--- src/rtl/adc_sched_pkg.sv ---
// Shared types and constants for the ADC sample scheduler.
package adc_sched_pkg;

   localparam int ADC_DATA_W = 10;

   typedef enum logic [1:0] {
      S_IDLE = 2'd0,
      S_ARM  = 2'd1,
      S_WAIT = 2'd2
   } state_e;

   // Clock cycles per sample period; truncates like the integer divide it is.
   function automatic int sample_div(input int clk_freq, input int sample_rate);
      return clk_freq / sample_rate;
   endfunction

endpackage

--- src/rtl/adc_sample_scheduler_if.sv ---
// ADC driver handshake plus the downstream sample stream.
interface adc_sample_scheduler_if;
   import adc_sched_pkg::*;

   logic                  adc_enable;
   logic                  adc_clear_available;
   logic                  adc_available;
   logic [ADC_DATA_W-1:0] adc_data;
   logic [ADC_DATA_W-1:0] sample_data;
   logic                  sample_valid;
   logic                  sample_ready;

   modport master (
      output adc_enable, adc_clear_available, sample_data, sample_valid,
      input  adc_available, adc_data, sample_ready
   );

   modport slave (
      input  adc_enable, adc_clear_available, sample_data, sample_valid,
      output adc_available, adc_data, sample_ready
   );

endinterface

--- src/rtl/sample_fifo.sv ---
// Synchronous first-word-fall-through FIFO; DEPTH must be a power of two.
module sample_fifo #(
   parameter  int WIDTH = 10,
   parameter  int DEPTH = 4,
   localparam int AW    = $clog2(DEPTH),
   localparam int LW    = $clog2(DEPTH + 1)
) (
   input  logic             clk,
   input  logic             rst,
   input  logic             push,
   input  logic [WIDTH-1:0] push_data,
   input  logic             pop,
   output logic [WIDTH-1:0] head,
   output logic             full,
   output logic             empty,
   output logic [LW-1:0]    level
);

   logic [DEPTH-1:0][WIDTH-1:0] mem_q, mem_d;
   logic [AW-1:0]               wr_q, wr_d, rd_q, rd_d;
   logic [LW-1:0]               level_q, level_d;
   logic                        do_push, do_pop;

   // A full FIFO still takes a push when the head leaves in the same cycle.
   always_comb begin
      empty   = (level_q == '0);
      full    = (level_q == LW'(DEPTH));
      do_pop  = pop && !empty;
      do_push = push && (!full || do_pop);
      mem_d   = mem_q;
      wr_d    = wr_q;
      rd_d    = rd_q;
      level_d = level_q;
      if (do_push) begin
         mem_d[wr_q] = push_data;
         wr_d        = wr_q + 1'b1;
      end
      if (do_pop) rd_d = rd_q + 1'b1;
      if (do_push && !do_pop)      level_d = level_q + 1'b1;
      else if (do_pop && !do_push) level_d = level_q - 1'b1;
   end

   // Storage and pointers; storage is cleared so the head reads 0 after reset.
   always_ff @(posedge clk) begin
      if (rst) begin
         mem_q   <= '0;
         wr_q    <= '0;
         rd_q    <= '0;
         level_q <= '0;
      end else begin
         mem_q   <= mem_d;
         wr_q    <= wr_d;
         rd_q    <= rd_d;
         level_q <= level_d;
      end
   end

   assign head  = mem_q[rd_q];
   assign level = level_q;

endmodule

--- src/rtl/adc_sample_scheduler.sv ---
// Paces MCP3002 conversions at SAMPLE_RATE, times out stalled ones, buffers results.
module adc_sample_scheduler
   import adc_sched_pkg::*;
#(
   parameter  int CLK_FREQ       = 27_000_000,
   parameter  int SAMPLE_RATE    = 48_000,
   parameter  int TIMEOUT_CYCLES = 1023,
   parameter  int FIFO_DEPTH     = 4,
   localparam int SAMPLE_DIV     = sample_div(CLK_FREQ, SAMPLE_RATE),
   localparam int CNT_W          = (SAMPLE_DIV > 1) ? $clog2(SAMPLE_DIV) : 1,
   localparam int TMR_W          = (TIMEOUT_CYCLES > 1) ? $clog2(TIMEOUT_CYCLES) : 1,
   localparam int LVL_W          = $clog2(FIFO_DEPTH + 1)
) (
   input  logic                   clk,
   input  logic                   rst,
   input  logic                   run,
   adc_sample_scheduler_if.master bus,
   output logic [LVL_W-1:0]       fifo_level,
   output logic                   overrun,
   output logic                   missed,
   output logic                   timeout_err,
   input  logic                   err_clear
);

   localparam logic [CNT_W-1:0] CNT_LAST = CNT_W'(SAMPLE_DIV - 1);
   localparam logic [TMR_W-1:0] TMR_LAST = TMR_W'(TIMEOUT_CYCLES - 1);

   state_e           state_q, state_d;
   logic [CNT_W-1:0] cnt_q, cnt_d;
   logic [TMR_W-1:0] tmr_q, tmr_d;
   logic             en_q, en_d;
   logic             overrun_q, overrun_d, missed_q, missed_d, timeout_q, timeout_d;
   logic             tick, push, timeout_hit, fifo_full, fifo_empty, fifo_drop;

   // Period counter parks on its last count while idle so the first run cycle ticks.
   always_comb begin
      tick = run && (cnt_q == CNT_LAST);
      if (!run)      cnt_d = CNT_LAST;
      else if (tick) cnt_d = '0;
      else           cnt_d = cnt_q + 1'b1;
   end

   // Next state: arm on tick, wait for available or timeout.
   always_comb begin
      state_d = state_q;
      unique case (state_q)
         S_IDLE:  if (tick) state_d = S_ARM;
         S_ARM:   state_d = S_WAIT;
         S_WAIT:  if (bus.adc_available || timeout_hit) state_d = S_IDLE;
         default: state_d = S_IDLE;
      endcase
   end

   // FSM outputs; available is ignored in S_ARM because the driver clears it then.
   always_comb begin
      en_d        = (state_q == S_IDLE) && tick;
      tmr_d       = tmr_q;
      if (state_q == S_ARM)       tmr_d = '0;
      else if (state_q == S_WAIT) tmr_d = tmr_q + 1'b1;
      push        = (state_q == S_WAIT) && bus.adc_available;
      timeout_hit = (state_q == S_WAIT) && !bus.adc_available && (tmr_q == TMR_LAST);
   end

   // Sticky error flags; a new event beats a simultaneous clear.
   always_comb begin
      fifo_drop = push && fifo_full && !bus.sample_ready;
      overrun_d = fifo_drop | (overrun_q & ~err_clear);
      missed_d  = (tick && state_q != S_IDLE) | (missed_q & ~err_clear);
      timeout_d = timeout_hit | (timeout_q & ~err_clear);
   end

   // State register together with counter, timer, pulse and flag flops.
   always_ff @(posedge clk) begin
      if (rst) begin
         state_q   <= S_IDLE;
         cnt_q     <= CNT_LAST;
         tmr_q     <= '0;
         en_q      <= 1'b0;
         overrun_q <= 1'b0;
         missed_q  <= 1'b0;
         timeout_q <= 1'b0;
      end else begin
         state_q   <= state_d;
         cnt_q     <= cnt_d;
         tmr_q     <= tmr_d;
         en_q      <= en_d;
         overrun_q <= overrun_d;
         missed_q  <= missed_d;
         timeout_q <= timeout_d;
      end
   end

   sample_fifo #(
      .WIDTH (ADC_DATA_W),
      .DEPTH (FIFO_DEPTH)
   ) u_fifo (
      .clk       (clk),
      .rst       (rst),
      .push      (push),
      .push_data (bus.adc_data),
      .pop       (bus.sample_ready),
      .head      (bus.sample_data),
      .full      (fifo_full),
      .empty     (fifo_empty),
      .level     (fifo_level)
   );

   assign bus.adc_enable          = en_q;
   assign bus.adc_clear_available = en_q;
   assign bus.sample_valid        = !fifo_empty;
   assign overrun                 = overrun_q;
   assign missed                  = missed_q;
   assign timeout_err             = timeout_q;

endmodule

--- src/flat_wrapper.sv ---
// flat-port wrapper written by rule: the top's interface ports become plain ports
module adc_sample_scheduler_flat import adc_sched_pkg::*;
#(
   parameter  int CLK_FREQ       = 27_000_000,
   parameter  int SAMPLE_RATE    = 48_000,
   parameter  int TIMEOUT_CYCLES = 1023,
   parameter  int FIFO_DEPTH     = 4,
   localparam int SAMPLE_DIV     = sample_div(CLK_FREQ, SAMPLE_RATE),
   localparam int CNT_W          = (SAMPLE_DIV > 1) ? $clog2(SAMPLE_DIV) : 1,
   localparam int TMR_W          = (TIMEOUT_CYCLES > 1) ? $clog2(TIMEOUT_CYCLES) : 1,
   localparam int LVL_W          = $clog2(FIFO_DEPTH + 1)
)
  (clk, rst, run, fifo_level, overrun, missed, timeout_err, err_clear, bus_adc_enable, bus_adc_clear_available, bus_sample_data, bus_sample_valid, bus_adc_available, bus_adc_data, bus_sample_ready);
  adc_sample_scheduler_if bus_i ();
  input  logic clk;
  input  logic rst;
  input  logic run;
  output logic [LVL_W-1:0] fifo_level;
  output logic overrun;
  output logic missed;
  output logic timeout_err;
  input  logic err_clear;
  output wire logic [$bits(bus_i.adc_enable)-1:0] bus_adc_enable;
  output wire logic [$bits(bus_i.adc_clear_available)-1:0] bus_adc_clear_available;
  output wire logic [$bits(bus_i.sample_data)-1:0] bus_sample_data;
  output wire logic [$bits(bus_i.sample_valid)-1:0] bus_sample_valid;
  input wire logic [$bits(bus_i.adc_available)-1:0] bus_adc_available;
  input wire logic [$bits(bus_i.adc_data)-1:0] bus_adc_data;
  input wire logic [$bits(bus_i.sample_ready)-1:0] bus_sample_ready;
  assign bus_adc_enable = bus_i.adc_enable;
  assign bus_adc_clear_available = bus_i.adc_clear_available;
  assign bus_sample_data = bus_i.sample_data;
  assign bus_sample_valid = bus_i.sample_valid;
  assign bus_i.adc_available = bus_adc_available;
  assign bus_i.adc_data = bus_adc_data;
  assign bus_i.sample_ready = bus_sample_ready;
  adc_sample_scheduler #(.CLK_FREQ(CLK_FREQ), .SAMPLE_RATE(SAMPLE_RATE), .TIMEOUT_CYCLES(TIMEOUT_CYCLES), .FIFO_DEPTH(FIFO_DEPTH)) u_core (.clk(clk), .rst(rst), .run(run), .bus(bus_i), .fifo_level(fifo_level), .overrun(overrun), .missed(missed), .timeout_err(timeout_err), .err_clear(err_clear));
endmodule
--- config.mk ---
export PLATFORM = sky130hd
export DESIGN_NAME = adc_sample_scheduler_flat
export DESIGN_NICKNAME = d
export VERILOG_FILES = /design/src/rtl/adc_sched_pkg.sv /design/src/rtl/adc_sample_scheduler_if.sv /design/src/rtl/sample_fifo.sv /design/src/rtl/adc_sample_scheduler.sv /design/src/flat_wrapper.sv
export SDC_FILE = /design/constraint.sdc
export NUM_CORES = 1
export LEC_CHECK = 0
export CAP_MARGIN = 20
export CORE_MARGIN = 4
export CORE_UTILIZATION = 30
export DETAILED_ROUTE_END_ITERATION = 8
export GPL_TIMING_DRIVEN = 0
export PLACE_DENSITY = 0.57
export SLEW_MARGIN = 5
export SYNTH_ARGS = -nofsm -noshare
export SYNTH_HDL_FRONTEND = slang
export SYNTH_SLANG_ARGS = --single-unit
--- constraint.sdc ---
create_clock -name clk -period 2.6 [get_ports clk]
set_clock_uncertainty 0.15 [all_clocks]
set_input_delay 0.52 -clock clk [delete_from_list [all_inputs] [get_ports clk]]
set_output_delay 0.52 -clock clk [all_outputs]
set_load 0.01 [all_outputs]
After elaboration in Yosys (flattened, before gate mapping)

Cells that the tools add are included.

Bits in read-only memories: 0
Register bits after elaboration: 73
Memories: 0
Bits in latches: 0
RAM bits: 0

Multiply operators: 0
Add/subtract/negate cells: 6
Multiplexer cells: 11
Divide/modulo/power cells: 0
Bitwise operators: 8
Equality and inequality tests: 7
Reduce and logical (&&, ||, !) cells: 29
Shifts and indexed selects: 0
Order comparisons: 3

Operators by type and width:

| operator              | number |
|---|---|
| $bwmux 40             | 1 |
| $mux 10               | 3 |
| $add 10x1->10 const B | 2 |
| $bmux 10 s2           | 1 |
| $demux 10 s2          | 1 |
| $eq 10x10->1 const B  | 2 |
| $logic_and 1x1->1     | 13 |
| $logic_not 1->1       | 6 |
| $lt 2x3->1 const B    | 2 |
| $mux 3                | 2 |
| $pmux 2 s3            | 1 |
| $add 2x1->2 const B   | 2 |
| $mux 2                | 2 |
| $ne 2x1->1 const B    | 2 |
| $reduce_bool 2->1     | 2 |
| $reduce_or 2->1       | 2 |
| $add 3x1->3 const B   | 1 |
| $and 1x1->1           | 3 |
| $eq 3x3->1 const B    | 1 |
| $logic_not 3->1       | 1 |
| $or 1x1->1            | 3 |
| $reduce_or 3->1       | 1 |
| $sub 3x1->3 const B   | 1 |
| $eq 2x1->1 const B    | 1 |
| other kinds (6)       | 8 |

Logic depth before layout (Yosys ltp)

Depth after elaboration: 9
Gate-level depth with buffers: 9
Gate-level depth less buffers: 8

By module

A second synthesis with hierarchy kept.

Cell total of the unflattened synthesis: 327
Area total of the unflattened synthesis: 3,462.1 µm²

By module, submodules not included:

| module               | area each (µm²) | instances | seq. area each (µm²) | cells each |
|---|---|---|---|---|
| sample_fifo          | 2,269.7         | 1         | 940.9                | 200 |
| adc_sample_scheduler | 1,192.4         | 1         | 520.5                | 127 |

Worst setup path after synthesis

OpenSTA, ideal clock, no wires.

Path type: register to register
From: register u_core.state_q[1]
To: register u_core.u_fifo.level_q[2] (netlist: u_core.u_fifo.level[2])
Data arrival time: 2.048 ns
Path slack: 0.331 ns
Stages on the path, launching flop included: 10
Required time: 2.379 ns
Period minus slack after synthesis: 2.269 ns
Path through: dfxtp_1 > clkbuf_1 > nand3b_1 > nor2_1 > ha_1 > inv_1 > fa_1 > xor2_1 > or3_1 > a21oi_1

Longest elaborated chain between the ends: 6
Elaborated cells between the ends (all ways): 8
Classes of those cells: eq/ne (1); mux (1); reduce/logical (6)

RTL lines:

| element                            | line                       | source |
|---|---|---|
| from (decl)                        | adc_sample_scheduler.sv:28 | `state_e state_q, state_d;` |
| from (signal assigned)             | adc_sample_scheduler.sv:83 | `state_q <= state_d;` |
| $eq 2x2->1 *                       | adc_sample_scheduler.sv:60 | `push = (state_q == S_WAIT) && bus.adc_available;` |
| $logic_and 1x1->1 *                | adc_sample_scheduler.sv:60 |  |
| $logic_and 1x1->1 *                | sample_fifo.sv:29          | `do_push = push && (!full \|\| do_pop);` |
| via u_core.u_fifo.do_push          | sample_fifo.sv:22          | `logic do_push, do_pop;` |
| $logic_not 1->1                    | sample_fifo.sv:40          | `else if (do_pop && !do_push) level_d = level_q - 1'b1;` |
| $logic_and 1x1->1                  | sample_fifo.sv:40          |  |
| $reduce_bool 2->1 (no source line) | n/a                        |  |
| to (signal assigned)               | sample_fifo.sv:54          | `level_q <= level_d;` |
| to (decl)                          | sample_fifo.sv:21          | `logic [LW-1:0] level_q, level_d;` |

Mark *: on every way through the listed nets, which the timed path passes. The rest lies on a longest branch.
A chain may end at the register's enable or synchronous reset.

Final worst setup path

From: register u_core.u_fifo.rd_q[0]
To: output port bus_sample_data[8]

Longest elaborated chain between the ends: 2

RTL lines:

| element                       | line               | source |
|---|---|---|
| from (decl)                   | sample_fifo.sv:20  | `logic [AW-1:0] wr_q, wr_d, rd_q, rd_d;` |
| from (signal assigned)        | sample_fifo.sv:53  | `rd_q <= rd_d;` |
| $bmux 10 s2                   | sample_fifo.sv:58  | `assign head = mem_q[rd_q];` |
| $mux 10 (not written as such) | sample_fifo.sv:58  |  |
| to (decl)                     | flat_wrapper.sv:25 | `output wire logic [$bits(bus_i.sample_data)-1:0] bus_sample_data;` |

No other way between the ends. The select of a mux whose other input is x is not followed.

==> results.sh <==
export IMPL_status="finished clean"
export IMPL_netlist_instances=342
export IMPL_synth_area_leaders="dfxtp_1 (44%), mux2i_1 (13%), mux4_2 (6.7%)"
export IMPL_cts_made_buffers=9
export IMPL_r2r_start="u_core.state_q[0]"
export IMPL_gr_usage_met3=0.0345
export IMPL_final_util=0.377
export IMPL_portBuffers=33
export IMPL_tritoncts="yes"
export IMPL_crit_family="buffers and inverters"
export IMPL_vias=2584
export IMPL_finalMaxSlewViolations=0
export IMPL_setup_violations=0
export IMPL_route_detailed_drc=0
export IMPL_post_drt_wl_per_cell_um=14.0
export IMPL_n_antenna_cell=0
export IMPL_grtUsageTotal=0.121
export IMPL_drive_gt1_frac=0.102
export IMPL_rows=38
export IMPL_cts_sink_count=73
export IMPL_fillerInstances=1113
export IMPL_period_share=0.980
export IMPL_cp_buffers_inverters=2
export IMPL_ir_worst_vdd_uv=296
export IMPL_grt_pass1_wl_mm=12.4
export IMPL_avgSynthCellArea_um2=9.76
export IMPL_cts_setup_buffers=0
export IMPL_min_to="u_core.u_fifo.mem_q[0]"
export IMPL_placed_cells=515
export IMPL_maxCapViolations=0
export IMPL_met1_usage=0.157
export IMPL_ys_ff_latch=73
export IMPL_ys_warn_count=0
export IMPL_dr_pass1_iters=4
export IMPL_top_usage_layer="met2"
export IMPL_cts_buffer_depth=2
export IMPL_clk_pin_slew_ns=0.08
export IMPL_initial_utilization=0.308
export IMPL_via_per_inst=4.87
export IMPL_drtIter0Drc=159
export IMPL_holdCritPathClass="reg -> reg"
export IMPL_hp_start="u_core.u_fifo.mem_q[0]"
export IMPL_rsz0062_at_grt="yes"
export IMPL_syn_cell_area_mm2=0.00334
export IMPL_hold_viol_final=0
export IMPL_htreeDepth=3
export IMPL_grt_overflow_total=0
export IMPL_clkLatencyLatePin_ns=0.34
export IMPL_slew_limit_headroom=0.581
export IMPL_fp_dieW_um=113
export IMPL_worst_pin_slew_ns=0.628
export IMPL_arrival_ns=1.88
export IMPL_design_core_area_mm2=0.0108
export IMPL_seq_area_mm2=0.00147
export IMPL_r2r_end="u_core.u_fifo.level[2]"
export IMPL_grt_max_degree=15
export IMPL_fp_dieArea_mm2=0.0129
export IMPL_r2r_slack_ns=0.20
export IMPL_yosys_area_top_type="dfxtp_1"
export IMPL_netlist_area_leader_share=0.438
export IMPL_cts_root_buf="clkbuf_8"
export IMPL_critical_path_cell_count=3
export IMPL_p_leak_nw=1.71
export IMPL_layout_min_cycle_time_ns=2.55
export IMPL_critPathSlowestCell="mux4_2"
export IMPL_hpwl_mm=5.23
export IMPL_gp_congestion=0.768
export IMPL_synth_top_flop_cell="dfxtp_1"
export IMPL_grtUsageMet2=0.194
export IMPL_cp_slowest_stage_delay_ns=0.50
export IMPL_power_density_mw_per_mm2=653
export IMPL_antenna_found_initial=0
export IMPL_wirelength_mm=7.44
export IMPL_synth_common_cells="dfxtp_1 (73), nand2_1 (57), mux2i_1 (42)"
export IMPL_cts_hold_buf=0
export IMPL_whs_path_depth=2
export IMPL_worstSetupStartpointType="flop"
export IMPL_area_delta_synth_final_pct=22.3
export IMPL_async_flop_share=0
export IMPL_final_cells=531
export IMPL_grt_pass1_vias=2489
export IMPL_synth_edff_count=0
export IMPL_crit_required_ns=1.93
export IMPL_crit_chain="buf_12 -> mux4_2 -> clkdlybuf4s50_1"
export IMPL_critPathKind="reg -> out"
export IMPL_synth_cell_types=44
export IMPL_critPathCaptureType="output pin"
export IMPL_die_height_um=113
export IMPL_yosysMostFrequentCell="dfxtp_1"
export IMPL_ff2ff_path_depth=9
export IMPL_nets=412
export IMPL_clock_fmax_ghz=0.392
export IMPL_final_antenna_net_count=0
export IMPL_yosysSeqAreaShare=0.438
export IMPL_cp_max_fo=10
export IMPL_multi_input_area_mm2=0.00175
export IMPL_synth_nets=368
export IMPL_hold_ws_ns=0.311
export IMPL_ios=35
[power by group]
part	switching, mW	internal, mW
Sequential	0.0748	1.17
Clock	0.458	0.451
Combinational	0.238	0.275
[logic make-up after synthesis]
logic type,count (synthesis),share of synthesized area
and+or+nand+nor,128,0.193
AOI/OAI and AO/OA,42,0.0750
adders and majority gates,10,0.0397
xor gates and xnor gates,8,0.0210
muxes,52,0.193
DFF,73,0.438
buffers and inverters,29,0.0401
[layout by cell type (no fill, tap or decap), types with 3 or more instances in the layout]
cell / instances
inv_1: 10
dfxtp_1: 72
mux2i_1: 42
and3_1: 3
clkinv_4: 4
xor2_1: 6
clkbuf_8: 9
nand3b_1: 5
dlymetal6s2s_1: 5
nand3_1: 12
buf_4: 4
or4_1: 5
ha_1: 9
clkbuf_1: 8
nor2_1: 14
nand2_1: 57
clkdlybuf4s50_1: 26
o21ai_0: 13
nor4_1: 4
nand2b_1: 3
o31ai_1: 5
nand4_1: 3
or3_1: 9
a21oi_1: 17
mux4_2: 10
[how the worst max path moves through the flow]
stage / start / endpoint / slack [ns]
CTS: u_core.u_fifo.rd_q[0] / bus_sample_data[1] / 0.005
detailed placement: bus_sample_ready / u_core.u_fifo.level[2] / -0.32
global placement: bus_sample_ready / u_core.u_fifo.level[2] / -0.29
global route: u_core.state_q[0] / u_core.u_fifo.level[2] / -0.004
floorplan: u_core.state_q[1] / u_core.u_fifo.level[2] / 0.33
finish: u_core.u_fifo.rd_q[0] / bus_sample_data[8] / 0.05
[through the flow]
stage / area (um2) / setup WS [ns] / power, mW / TNS (ns)
6_report: 4080 / 0.0510 / 2.67 / 0
2_1_floorplan: 3340 / 0.331 / 1.56 / 0
4_1_cts: 4060 / 0.00473 / 2.71 / 0
3_5_place_dp: 3840 / -0.319 / 1.76 / -0.582
5_1_grt: 4080 / -0.00381 / 2.83 / -0.00381
3_3_place_gp: 3840 / -0.288 / 1.75 / -0.543
[area by class of cell]
cell class | count | area share
clock buffers | 9 | 0.0303
flip-flops and latches | 73 | 0.359
well taps | 140 | 0.0429
inverters | 11 | 0.0101
multi-input cells | 240 | 0.428
clock inverters | 7 | 0.0193
plain buffers | 18 | 0.0270
repair buffers | 33 | 0.0834
[registers in the layout, summed over array words and instances, names as in the netlist]
| register | flops |
|---|---|
| u_core.bus.adc_clear_available | 1 |
| u_core.cnt_q | 10 |
| u_core.missed | 1 |
| u_core.overrun | 1 |
| u_core.state_q | 2 |
| u_core.timeout_err | 1 |
| u_core.tmr_q | 10 |
| u_core.u_fifo.level | 3 |
| u_core.u_fifo.mem_q | 40 |
| u_core.u_fifo.rd_q | 2 |
| u_core.u_fifo.wr_q | 2 |
[repair_timing]
| action | 4_1_cts | 5_1_grt |
|---|---|---|
| pin swaps | 0 | 0 |
| gates cloned | 0 | 0 |
| resized for setup | 9 | 9 |
| setup endpoints to repair | 9 | 8 |
[layer usage]
| metal | share of wire | vias to the layer above |
|---|---|---|
| met3 | 0.043 | 8 |
| met2 | 0.48 | 39 |
| met1 | 0.47 | 1237 |
| li1 | - | 1300 |
| met5 | 0 | - |
| met4 | 0.014 | 0 |
[worst register-to-register path, stage by stage, from the launching register on]
cell and delay, ns:
dfxtp_1 0.35, clkbuf_1 0.22, nand3b_1 0.25, nor2_1 0.12, ha_1 0.18, inv_1 0.06, fa_1 0.38, xor2_1 0.18
or3_1 0.31, a21oi_1 0.14
No activity file was read; power rests on OpenSTA's default activity.
